## config.mk

```make
export PLATFORM = sky130hd
export DESIGN_NAME = pool2x2_stream_flat
export DESIGN_NICKNAME = d
export VERILOG_FILES = /design/src/rtl/pool2x2_stream_if.sv /design/src/rtl/pool2x2_stream.sv /design/src/flat_wrapper.sv
export SDC_FILE = /design/constraint.sdc
export NUM_CORES = 1
export LEC_CHECK = 0
export BUFFER_PORTS_ARGS = -buffer_cell sky130_fd_sc_hd__clkbuf_2
export CORE_AREA = 2 2 73 75
export CTS_CLUSTER_SIZE = 10
export DETAILED_ROUTE_END_ITERATION = 10
export DIE_AREA = 0 0 75 77
export PLACE_DENSITY_LB_ADDON = 0.05
export REMOVE_ABC_BUFFERS = 1
export SYNTH_ARGS = -nofsm -noshare
export SYNTH_HDL_FRONTEND = slang
export SYNTH_SLANG_ARGS = --single-unit
export TNS_END_PERCENT = 20
```

## constraint.sdc

```tcl
create_clock -name clk -period 4.67 [get_ports clk]
set_clock_uncertainty 0.1 [all_clocks]
set_input_delay 0.934 -clock clk [delete_from_list [all_inputs] [get_ports clk]]
set_output_delay 0.934 -clock clk [all_outputs]
set_load 0.03 [all_outputs]
```

## src/rtl/pool2x2_stream_if.sv

```systemverilog
// pool2x2_stream_if: sample stream in, pooled stream out.
interface pool2x2_stream_if #(parameter int DATA_W = 8);
    logic                     in_valid;
    logic                     in_sof;
    logic signed [DATA_W-1:0] in_data;
    logic                     out_valid;
    logic                     out_eof;
    logic signed [DATA_W-1:0] out_data;
    modport master(output in_valid, in_sof, in_data, input out_valid, out_eof, out_data);
    modport slave(input in_valid, in_sof, in_data, output out_valid, out_eof, out_data);
endinterface

```

## src/rtl/pool2x2_stream.sv

```systemverilog
// pool2x2_stream: streaming signed 2x2 max-pool over a raster-order feature map.
module pool2x2_stream #(
    parameter int DATA_W = 8,
    parameter int IMG_W  = 8,
    parameter int IMG_H  = 8
) (
    input logic clk,
    input logic rst,
    pool2x2_stream_if.slave s
);
    localparam int CW = $clog2(IMG_W);
    localparam int RW = $clog2(IMG_H);
    localparam int LW = IMG_W > 2 ? $clog2(IMG_W / 2) : 1;
    logic [CW-1:0] col, pos_col, nxt_col;
    logic [RW-1:0] row, pos_row, nxt_row;
    logic [LW-1:0] li;
    logic last_col, fire, out_valid_q, out_eof_q;
    logic signed [DATA_W-1:0] hold, hmax, lb_q, pmax, out_data_q;
    logic signed [DATA_W-1:0] lb [0:(1<<LW)-1];
    // in_sof relocates the current sample to (0,0) without waiting for a counter update
    always_comb begin
        pos_col  = s.in_sof ? '0 : col;
        pos_row  = s.in_sof ? '0 : row;
        last_col = pos_col == CW'(IMG_W - 1);
        nxt_col  = last_col ? '0 : pos_col + CW'(1);
        nxt_row  = !last_col ? pos_row : pos_row == RW'(IMG_H - 1) ? '0 : pos_row + RW'(1);
        li       = LW'(pos_col >> 1);
        hmax     = s.in_data > hold ? s.in_data : hold;
        lb_q     = lb[li];
        pmax     = hmax > lb_q ? hmax : lb_q;
        fire     = s.in_valid & pos_col[0] & pos_row[0];
    end
    always_ff @(posedge clk or posedge rst) begin
        if (rst) begin
            col         <= '0;
            row         <= '0;
            hold        <= '0;
            out_valid_q <= 1'b0;
            out_eof_q   <= 1'b0;
            out_data_q  <= '0;
        end else begin
            out_valid_q <= fire;
            out_eof_q   <= fire && last_col && pos_row == RW'(IMG_H - 1);
            if (fire) out_data_q <= pmax;
            if (s.in_valid) begin
                col <= nxt_col;
                row <= nxt_row;
                if (!pos_col[0]) hold <= s.in_data;
            end
        end
    end
    // line buffer needs no reset: each even row writes every entry before the odd row reads it
    always_ff @(posedge clk) begin
        if (!rst && s.in_valid && pos_col[0] && !pos_row[0]) lb[li] <= hmax;
    end
    assign s.out_valid = out_valid_q;
    assign s.out_eof   = out_eof_q;
    assign s.out_data  = out_data_q;
endmodule

```

## src/flat_wrapper.sv

```systemverilog
// flat-port wrapper written by rule: the top's interface ports become plain ports
module pool2x2_stream_flat 
#(
    parameter int DATA_W = 8,
    parameter int IMG_W  = 8,
    parameter int IMG_H  = 8
)
  (clk, rst, s_in_valid, s_in_sof, s_in_data, s_out_valid, s_out_eof, s_out_data);
  pool2x2_stream_if #(.DATA_W(DATA_W)) s_i ();
  input logic clk;
  input logic rst;
  input wire logic [$bits(s_i.in_valid)-1:0] s_in_valid;
  input wire logic [$bits(s_i.in_sof)-1:0] s_in_sof;
  input wire logic [$bits(s_i.in_data)-1:0] s_in_data;
  output wire logic [$bits(s_i.out_valid)-1:0] s_out_valid;
  output wire logic [$bits(s_i.out_eof)-1:0] s_out_eof;
  output wire logic [$bits(s_i.out_data)-1:0] s_out_data;
  assign s_i.in_valid = s_in_valid;
  assign s_i.in_sof = s_in_sof;
  assign s_i.in_data = s_in_data;
  assign s_out_valid = s_i.out_valid;
  assign s_out_eof = s_i.out_eof;
  assign s_out_data = s_i.out_data;
  pool2x2_stream #(.DATA_W(DATA_W), .IMG_W(IMG_W), .IMG_H(IMG_H)) u_core (.clk(clk), .rst(rst), .s(s_i));
endmodule
```

==> results.md, run 1 <==
- The kind of cell with the highest combined delay on the critical path is compound AO/OA/AOI/OAI gates.
- The number of buffers on the longest clock path is 2.
- The area share of fa/ha/maj cells after synthesis is 8.80%.
- In this run the cell area measured after placement is 0.00297 mm^2.
- The delay of the slowest cell on the worst path is 440 ps.
- The vertical extent of the die is 77 um.
- In this run the critical register-to-register path is launched from u_core.hold[7]$_DFFE_PP0P_.
- The end of the worst register-to-register path is u_core.s.out_data[2]$_DFFE_PP0P_.
- In the layout the commonest cells are edfxtp_1, dfrtp_1, clkbuf_2.
- Setup repair after global routing left no endpoint under its margin.
- The number of placement rows is 26.
- 0 antenna diodes ended up in the layout.
- The distinct cell type count of the synthesized netlist is 37.
- The count of vias placed by the detailed router is 1813.
- The final layout contains routed wiring with a total length of 5.32 mm.
- The iteration-0 DRC count of the detailed router is 55.
- After detailed routing, the average wire length per cell comes to 16.7 um.
- The count of nets left with antenna violations once routing finished came out at 0.
- By area the synthesized netlist is led by edfxtp_1, dfrtp_1, ha_1, mux2_2, a21oi_1.
- The number of antenna violations at the first check in global routing is 0.
- After detailed routing, the number of remaining DRC violations is 0.
- After Yosys synthesis, XOR and XNOR cells account for 0% of the synthesized area.
- The power density over the cells is 400 mW/mm^2.
- The library cell used most frequently in the layout, excluding fill and tap cells, is edfxtp_1.
- STA classifies the critical path startpoint as an input pin.
- The number of port buffers is 21.
- After synthesis, the largest family of logic cells by area is compound AO/OA/AOI/OAI gates.
- For this design the static power due to leakage is 1.31 nW.
- The setup path with the least slack is of type input pin to register.
- The sequential cell area is 0.00156 mm^2.
- The floorplan step defined a die boundary enclosing 0.00578 mm^2.
- In this run the biggest area consumer among cell types represents 33.8% of the synthesized area.
- The number of primary I/O pins is 22.
- The fraction of final layout cells sized beyond drive strength 1 is 22.2%.
- The count of final hold-check violations is 0.
- The number of buffers added by the clock tree synthesis step is 5.
- Data on the critical path arrives at its endpoint at 4110 ps.
- The clock tree synthesis step divided the H-tree into 2 levels.
- The critical path goes through clkbuf_2, ha_1, nand4_1, o32ai_1, a31oi_1, a21oi_4, mux2_2, ha_1, nand4_1, nor2_1, o22ai_1, a21o_1, and2_4, a221o_1.
- Yosys printed 0 warnings.
- The source-to-sink clock delay at the later pin of the worst-skew pair is 310 ps.
- Counting instances, the worst hold path has a depth of 1.
- The count of max-cap constraint violations is 0.
- The final period utilization is 86.1%.
- The clock-pin slew of the registers on the worst-case setup and hold paths is 90 ps.
- The worst relative slew slack is 38.9%.
- The run finished with clean final reports.
- The maximum VDD drop is 0.216 mV.
- The first global-routing pass estimated 8.54 mm of wire.
- The synthesized netlist devotes 11.9% of its cell area to compound gates.
- The post-synthesis mux area share is 10.4%.
- The per-cell via count in the routed design is 5.70.
- Buffers added to address setup during post-CTS repair amount to 0.
- STA classifies the critical path endpoint as a register.
- The number of hold buffers added after cts is 0.
- At the end of routability-driven placement, the weighted congestion stood at 0.754.
- The clock sink total is 56.
- The number of global-route vias before repair is 1719.
- Together, buffers and inverters on the worst path number 1.
- The largest total area in the synthesized netlist belongs to edfxtp_1.
- Setup violations remaining at the end of the flow were counted as 0.
- The slowest stage of the critical path belongs to the cell mux2_2.
- The simple-gate portion of the synthesized area is 9.50%.
- After filler insertion, the fill cell instance count of the layout stands at 411.
- Post-CTS repair changed the size of 0 cells.
- The synthesized netlist cell count is 229.
- The flip-flop and latch count after synthesis is 56.
- The number of nets in the finished design is 279.
- From left edge to right edge, the die measures 75 um.
- Along the worst path, the maximum fanout reaches 9.
- The top achievable clock speed is 0.249 GHz.
- The multi-input combinational cells in the finished layout cover a total of 0.00115 mm^2.
- The TritonCTS clock tree is built.
- The final instance area is 0.00308 mm^2.
- The max-slew violation total from the final report came to 0.
- Entering global routing, the biggest net connects 25 pins.
- In this run the register-to-register setup slack is 960 ps.
- The cell count of the worst reg-to-reg path is 14.
- Dividing the synthesized area by the synthesized cell count gives 12.4 um^2.
- The all-layer global routing usage is 20.0%.
- The slew at the pin closest to its max-slew limit is 915 ps.
- CTS placed an instance of clkbuf_8 at the clock tree root.
- The startpoint of the most critical hold path is u_core.col[0]$_DFFE_PP0P_.
- The clock period minus worst slack is 4020 ps.
- Relative to the synthesized area, the layout overhead comes to 8.31%.
- The placeable core region is 0.00498 mm^2.
- The combined area of all synthesized cells is 0.00284 mm^2.
- For this configuration, the core starts out at a cell density of 57.1%.
- The pre-antenna-repair detailed-routing pass consisted of 4 iterations.
- The path with the worst hold slack has its endpoint at u_core.col[0]$_DFFE_PP0P_.
- For the worst setup path, the data required time is 4760 ps.
- The accumulated negative setup slack is 0 ps.
- The overall power is 1.23 mW.
- Cells fill 61.9% of the core in the end.
- The min-delay analysis places its worst path in the category register to register.
- The sum of overflow across all layers after global routing is 0.
- The sum of net half-perimeters after detailed placement is 3.90 mm.
- The part of the Yosys area used for sequential elements is 54.9%.
-- flip-flops by register name, indices dropped and copies added, names as in the netlist --
register            cells
u_core.hold             8
u_core.s.out_valid      1
u_core.lb              32
u_core.s.out_eof        1
u_core.col              3
u_core.row              3
u_core.s.out_data       8
-- metal layers --
metal / track usage [%] / share of wire, % / vias to the layer above
li1: - / - / 891
met1: 28.9 / 47 / 861
met5: 0 / 0 / -
met3: 4.20 / 4.2 / 8
met2: 29.5 / 47 / 53
met4: 7.86 / 1.6 / 0
-- kinds of logic after synthesis --
kind of cell               Yosys count
DFF                                 56
AOI/OAI and AO/OA                   47
buffers and inverters               26
and+or+nand+nor                     54
muxes                               26
adders and majority gates           20
-- power by group --
group	total [mW]	internal (mW)	switching [mW]
Combinational	0.319	0.133	0.185
Clock	0.310	0.159	0.151
Sequential	0.604	0.567	0.0371
-- layout make-up --
cell class                      instances  area share, %
Sequential cell                        56           50.7
Multi-Input combinational cell        147           37.5
Timing Repair Buffer                   22           3.66
Tap cell                               70           2.84
Clock buffer                            6           2.36
Inverter                               15           1.83
Clock inverter                          2           1.14
-- cells in the mapped netlist --
library cell	n
mux2_4	2
inv_1	15
a221o_2	2
edfxtp_1	32
o32ai_1	1
a22oi_1	1
a31oi_1	1
o22ai_1	5
nor3_1	7
o21ai_0	6
mux2_2	20
buf_2	3
a221oi_1	3
nor2_1	15
nor3b_1	2
mux2i_1	4
ha_1	20
nand3_1	3
dfrtp_1	24
buf_6	3
clkbuf_1	4
nand4_1	2
a41oi_1	1
or3_1	1
and2_4	1
a21o_1	2
a21oi_1	14
a32o_1	2
nand2_1	9
nor2b_1	10
o221ai_1	1
a21oi_4	1
buf_4	1
a221o_1	6
nand2b_1	2
o21a_1	1
and3_1	2
-- worst max-delay path by stage --
| stage | cells after the start | slack [ps] | to | startpoint |
|---|---|---|---|---|
| 2_1_floorplan | 13 | 720 | u_core.s.out_data[6]$_DFFE_PP0P_ | s_in_data[7] |
| 3_3_place_gp | 14 | 420 | u_core.s.out_data[6]$_DFFE_PP0P_ | s_in_data[7] |
| 3_5_place_dp | 14 | 320 | u_core.s.out_data[6]$_DFFE_PP0P_ | s_in_data[7] |
| 4_1_cts | 14 | 660 | u_core.s.out_data[6]$_DFFE_PP0P_ | s_in_data[7] |
| 5_1_grt | 14 | 470 | u_core.s.out_data[7]$_DFFE_PP0P_ | s_in_data[7] |
| 6_report | 14 | 650 | u_core.s.out_data[2]$_DFFE_PP0P_ | s_in_data[7] |
-- per-stage QoR --
stage,setup slack [ps],cells,hold slack (ps)
after floorplan,719,218,356
after global placement,423,310,368
after detailed placement,320,310,373
after CTS,655,318,394
after global routing,466,318,426
final,649,318,390
No activity file was read; power rests on OpenSTA's default activity.
==> inputs of run 2 (changes only) <==
==> constraint.sdc (replaced) <==
create_clock -name clk -period 4.6 [get_ports clk]
set_clock_uncertainty 0.1 [all_clocks]
set_input_delay 0.92 -clock clk [delete_from_list [all_inputs] [get_ports clk]]
set_output_delay 0.92 -clock clk [all_outputs]
set_load 0.03 [all_outputs]
==> results.md, run 2 (same netlist as run 1, synthesis figures left out) <==
- The cell depth of the worst min-delay path is 1.
- The register with the most flip-flops in the layout has 32 of them.
- The count of final hold-check violations is 0.
- Cell internal power was estimated by the tool at 872 uW.
- The first global-routing pass estimated 8.80 mm of wire.
- The CTS root buffer is clkbuf_8.
- Of the available clock period, the critical path in the final layout requires 86.7%.
- Global routing used 20.4% of the available tracks across all layers.
- The min-delay analysis places its worst path in the category register to register.
- The maximum VDD drop is 0.226 mV.
- From synthesis to final layout, the design area changed by 8.31%.
- The final weighted congestion in routability-driven placement is 0.752.
- The leading cell type in the layout, fill and taps excluded is edfxtp_1.
- The run finished with clean final reports.
- Summed over all failing endpoints, the final setup total negative slack is 0 ps.
- Buffers inserted during clock tree synthesis total 5.
- The count of vias placed by the detailed router is 1796.
- Setup repair after global routing left no endpoint under its margin.
- The tool flagged a number of max-cap violations equal to 0.
- The number of antenna violations at the first check in global routing came to 0.
- The clock tree synthesis step divided the H-tree into 2 levels.
- The slew at the pin closest to its max-slew limit is 896 ps.
- In this run the remaining antenna-violating nets after routing total 0.
- The clock share of power is 25.1%.
- Summed over all nets, the switching power comes to 378 uW.
- In this run the worst path has a maximum fanout of 9.
- During I/O placement, the number of pins put on the boundary was 22.
- The number of port buffers is 21.
- The top achievable clock speed is 0.251 GHz.
- Measured along the x axis, the die boundary spans 75 um.
- The clock sink total is 56.
- For this block, the routed nets add up to 5.28 mm of wire.
- The number of buffers on the longest clock path is 2.
- The end of the worst register-to-register path is u_core.s.out_data[7]$_DFFE_PP0P_.
- The count of buffers added by post-CTS timing repair for setup is 0.
- STA classifies the critical path endpoint as a register.
- The leakage power of the design is 1.31 nW.
- After detailed routing, the number of vias per cell comes to 5.65.
- The iteration-0 DRC count of the detailed router is 92.
- After detailed routing, the number of remaining DRC violations is 0.
- Ranked by flip-flop count, first place goes to u_core.lb.
- The number of global-route vias before repair is 1792.
- For hold timing, the worst endpoint is u_core.row[2]$_DFFE_PP0P_.
- Excluding fillers, the count of instances in the completed layout stands at 318.
- The vertical extent of the die is 77 um.
- The sum of net half-perimeters after detailed placement is 3.95 mm.
- The count of cells resized by post-cts repair is 0.
- The worst hold margin is 393 ps.
- The largest net degree at the start of global routing is 25.
- The count of endpoints failing setup in the final report is 0.
- The startpoint identified for the worst register-to-register timing path is u_core.hold[7]$_DFFE_PP0P_.
- Sequential cells burn 49.1% of the power.
- The repair_antennas step left the layout with diodes totalling 0.
- The worst pin sits at a relative slew slack of 40.2%.
- Clock latency on the worst-skew pair, taken at its later pin, is 310 ps.
- The initial cell density of the core is 57.1%.
- The number of placed instances with taps included is 310.
- In this run the most critical hold path is launched from u_core.row[2]$_DFFE_PP0P_.
- The max-slew violation total from the final report is 0.
- Buffers inserted to repair hold after CTS numbered 0.
- The power density over the cells is 406 mW/mm^2.
- The placeable core region is 0.00498 mm^2.
- The floorplan step defined a die boundary enclosing 0.00578 mm^2.
- After clock tree synthesis, the clock-pin slew on the worst setup and hold paths is 90 ps.
- Data arrives at the worst endpoint at 4080 ps.
- Of the total power, combinational logic draws 25.8%.
- After detailed routing, the average wire length per cell comes to 16.6 um.
- Overall power consumption after layout is estimated at 1.25 mW.
- The number of cells on the worst reg-to-reg path is 14.
- In the final layout, the share of cells above drive strength 1 is 22.2%.
- At the worst endpoint, the required time is 4690 ps.
- Measured on the finished design, the core utilization comes to 61.9%.
- The TritonCTS clock tree is built.
- The switching power as a share of total power is 30.2%.
- The type of element launching the critical path is an input pin.
- Summed over all layers, the global routing overflow is 0.
- Before antenna repair, the detailed router went through 4 iterations.
- The category of the most critical setup path is input pin to register.
- The number of placement rows is 26.
- The clock period could shrink to 3990 ps.
- After the last flow step, the layout net total stands at 279.
- Leaving out fill and tap cells, the most frequent cells in the layout are edfxtp_1, dfrtp_1, clkbuf_2.
- In this run the register-to-register setup slack is 920 ps.
==> run 2: cell counts in the layout (fill, tap and decap cells not counted) <==
Identical to the previous run, type by type.
==> run 2: per-stage QoR <==
stage / area, um^2 / worst slack, ps
4_1_cts: 3080 / 636
2_1_floorplan: 2770 / 663
3_3_place_gp: 2970 / 369
5_1_grt: 3080 / 396
3_5_place_dp: 2970 / 294
6_report: 3080 / 613
==> run 2: cell type report <==
cell class              instances  area (um^2)
repair buffers                 22          113
clock inverters                 2         35.0
fillers                       405         1900
multi-input cells             147         1150
well taps                      70         87.6
clock buffers                   6         72.6
flip-flops and latches         56         1560
inverters                      15         56.3
==> run 2: worst max-delay path by stage <==
stage	start	to	slack, ps	depth (start not counted)
3_5_place_dp	s_in_data[7]	u_core.s.out_data[6]$_DFFE_PP0P_	290	14
2_1_floorplan	s_in_data[7]	u_core.s.out_data[6]$_DFFE_PP0P_	660	13
5_1_grt	s_in_data[7]	u_core.s.out_data[7]$_DFFE_PP0P_	400	14
4_1_cts	s_in_data[7]	u_core.s.out_data[6]$_DFFE_PP0P_	640	14
6_report	s_in_data[7]	u_core.s.out_data[7]$_DFFE_PP0P_	610	14
3_3_place_gp	s_in_data[7]	u_core.s.out_data[6]$_DFFE_PP0P_	370	14
==> run 2: power groups by stage <==
| stage | logic [mW] | registers, mW | clock network, mW |
|---|---|---|---|
| final | 0.323 | 0.614 | 0.314 |
| after floorplan | 0.234 | 0.621 | 0 |
| after global routing | 0.363 | 0.620 | 0.336 |
| after global placement | 0.315 | 0.624 | 0 |
| after detailed placement | 0.325 | 0.625 | 0 |
| after CTS | 0.326 | 0.614 | 0.319 |
==> run 2: worst max-delay path, cell delays in order <==
cell and delay (ps):
clkbuf_2 100, ha_1 310, nand4_1 120, o32ai_1 280, a31oi_1 100, a21oi_4 300
mux2_2 450, ha_1 340, nand4_1 120, nor2_1 150, o22ai_1 100, a21o_1 250
and2_4 220, a221o_2 320
==> run 2: metal layers <==
metal | up-vias | global-route usage (%) | part of all wire [%] | routed length, um
met5 | - | 0 | 0 | 0
li1 | 888 | - | - | -
met3 | 7 | 4.47 | 3.3 | 172
met4 | 0 | 5.89 | 1.5 | 79
met2 | 31 | 31.7 | 48 | 2510
met1 | 870 | 28.7 | 48 | 2510
==> inputs of run 3 (changes only) <==
--- a/config.mk
+++ b/config.mk
@@ -10,7 +10,7 @@
 export CTS_CLUSTER_SIZE = 10
 export DETAILED_ROUTE_END_ITERATION = 10
 export DIE_AREA = 0 0 75 77
-export PLACE_DENSITY_LB_ADDON = 0.05
+export PLACE_DENSITY = 0.74
 export REMOVE_ABC_BUFFERS = 1
 export SYNTH_ARGS = -nofsm -noshare
 export SYNTH_HDL_FRONTEND = slang
==> results.md, run 3 (same netlist as run 1, synthesis figures left out) <==
- The run finished with clean final reports.
- The number of buffers and inverters on the critical path is 1.
- The register with the most flip-flops in the layout has 32 of them.
- The leading cell type in the layout, fill and taps excluded is edfxtp_1.
- The kind of end point of the critical path is a register.
- The category of the most critical setup path is input pin to register.
- Global routing used 31.1% of the available met2 tracks.
- The wire length after detailed routing is 5.22 mm.
- The worst relative slew slack is 39.7%.
- The busiest layer in global routing is met2.
- Post-CTS repair changed the size of 0 cells.
- The placeable core region is 0.00498 mm^2.
- Of the available clock period, the critical path in the final layout requires 86.6%.
- The path class of the tightest hold or removal check is register to register.
- Counting I/O delays and the setup requirement, the final critical path takes 3980 ps.
- The initial cell density of the core is 57.1%.
- The CTS root buffer is clkbuf_8.
- The tightest hold path in the finished design has a slack of 394 ps.
- The DRC violation count after routing is 0.
- VDD sags by at most 0.208 mV.
- The die covers 0.00578 mm^2.
- Global routing used 29.0% of the available met1 tracks.
- Dividing the detail-routed via count by the number of cells gives 5.73.
- On the critical path the largest part of the delay comes from compound AO/OA/AOI/OAI gates.
- The antenna diode count is 0.
- The number of buffers added by the clock tree synthesis step is 5.
- The count of buffers added by post-CTS timing repair for setup is 0.
- Counting flops per register, the top entry is u_core.lb.
- The signal on the critical path passes through clkbuf_2, ha_1, nand4_1, o32ai_1, a31oi_1, a21oi_4, mux2_2, ha_1, nand4_1, nor2_1, o22ai_1, a21o_1, and2_4, a221o_1.
- The leakage power of the design is 1.32 nW.
- The power density over the cells is 405 mW/mm^2.
- Setup repair after global routing left no endpoint under its margin.
- For this run, the detailed router's first-pass iteration total came to 5.
- The count of endpoints failing setup in the final report is 0.
- The switching power as a share of total power is 30.3%.
- Clock tree synthesis found a total of 56 sinks.
- The type of element launching the critical path is an input pin.
- Summing over every cut layer, the via total after detailed routing is 1823.
- The reported net switching power is 378 uW.
- The count of final hold-check violations is 0.
- At the worst endpoint, the arrival time is 4070 ps.
- The number of global-route vias before repair is 1770.
- The cell-internal power is 870 uW.
- In the layout the commonest cells are edfxtp_1, dfrtp_1, clkbuf_2.
- The final weighted congestion in routability-driven placement is 0.830.
- On the worst path, the slowest cell contributes a delay of 440 ps.
- The vertical extent of the die is 77 um.
- Dividing the detail-routed wire length by the instance count gives 16.4 um.
- For met3 alone, demand over resource in global routing was 3.94%.
- The accumulated negative setup slack is 0 ps.
- Static timing analysis puts the maximum clock frequency at 0.251 GHz.
- The number of placement rows is 26.
- The post-route core utilization is 61.9%.
- The die is 75 um wide.
- The number of hold buffers added after cts is 0.
- The sum of overflow across all layers after global routing is 0.
- The H-tree generated during clock tree synthesis spans 2 levels.
- The all-layer global routing usage is 20.2%.
- Along the worst path, the maximum fanout reaches 9.
- TritonCTS built the clock tree.
- The signed area change from the synthesized netlist to the final layout is 8.27%.
- For the pin with the worst max-slew slack, the measured transition is 904 ps.
- The number of antenna violations at the first check in global routing is 0.
- Summed over all nets, the half-perimeter wirelength after detailed placement is 3.85 mm.
- Across the run, the number of max-cap violations was 0.
- The clock share of power is 24.9%.
- For the worst setup path, the data required time is 4690 ps.
- On the critical path, the stage with the largest delay is an instance of mux2_2.
- The first global-routing pass estimated 8.79 mm of wire.
- The iteration-0 DRC count of the detailed router is 159.
- After layout, the design draws a total of 1.25 mW.
- The source-to-sink clock delay at the later pin of the worst-skew pair is 310 ps.
- The post-detailed-route count of antenna-violating nets is 0.
- The post-route netlist has 21.8% of its cells at a drive strength greater than 1.
- In this run the count of I/O pins placed on the die edge is 22.
- Entering global routing, the biggest net connects 25 pins.
- The sequential power share is 49.3%.
- The share of total power in combinational logic is 25.8%.
- The number of buffers on the longest clock path is 2.
- After clock tree synthesis, the clock-pin slew on the worst setup and hold paths is 90 ps.
- In this run the tool buffered the top-level ports with 21 buffer cells.
- At the end of the flow, the number of nets in the layout was 279.
- The max-slew violation total from the final report is 0.
-- run 3: worst register-to-register path, cell delays in order (launching register included) --
cell     delay [ps]
dfrtp_1         370
inv_1            50
ha_1            300
nand4_1         120
o32ai_1         280
a31oi_1         100
a21oi_4         290
mux2_2          440
ha_1            340
nand4_1         120
nor2_1          170
o22ai_1         100
a21o_1          250
and2_4          220
a221o_1         330
-- run 3: layout make-up --
type	count	area, um^2
fillers	382	1900
multi-input cells	147	1150
flip-flops and latches	56	1560
clock inverters	3	37.5
well taps	70	87.6
repair buffers	22	113
inverters	15	56.3
clock buffers	5	68.8
-- run 3: per-stage QoR --
| step | worst slack (ps) | std cells | area, um^2 |
|---|---|---|---|
| after global placement | 402 | 310 | 2970 |
| final | 617 | 318 | 3080 |
| after detailed placement | 315 | 310 | 2970 |
| after CTS | 643 | 318 | 3080 |
| after global routing | 430 | 318 | 3080 |
| after floorplan | 663 | 218 | 2770 |
-- run 3: metal layers --
metal | vias to the layer above | share of wire, %
met3 | 8 | 4.1
met5 | - | 0
met4 | 0 | 1.3
met2 | 37 | 49
met1 | 891 | 46
li1 | 887 | -
-- run 3: power groups by stage --
stage / registers [mW] / clock network, mW / logic [mW]
2_1_floorplan: 0.621 / 0 / 0.234
3_3_place_gp: 0.624 / 0 / 0.314
3_5_place_dp: 0.625 / 0 / 0.320
4_1_cts: 0.614 / 0.316 / 0.322
5_1_grt: 0.620 / 0.336 / 0.363
6_report: 0.614 / 0.311 / 0.322
-- run 3: final timing paths --
path / slack, ps / startpoint / cells past startpoint / end
max: 620 / s_in_data[7] / 14 / u_core.s.out_data[0]$_DFFE_PP0P_
min: 390 / u_core.row[1]$_DFFE_PP0P_ / 1 / u_core.row[1]$_DFFE_PP0P_
max reg2reg: 920 / u_core.hold[7]$_DFFE_PP0P_ / 14 / u_core.s.out_data[0]$_DFFE_PP0P_
min reg2reg: 390 / u_core.row[1]$_DFFE_PP0P_ / 1 / u_core.row[1]$_DFFE_PP0P_
max in group asynchronous: 3160 / rst / 2 / u_core.s.out_eof$_DFF_PP0_
min in group asynchronous: 690 / rst / 2 / u_core.s.out_data[6]$_DFFE_PP0P_
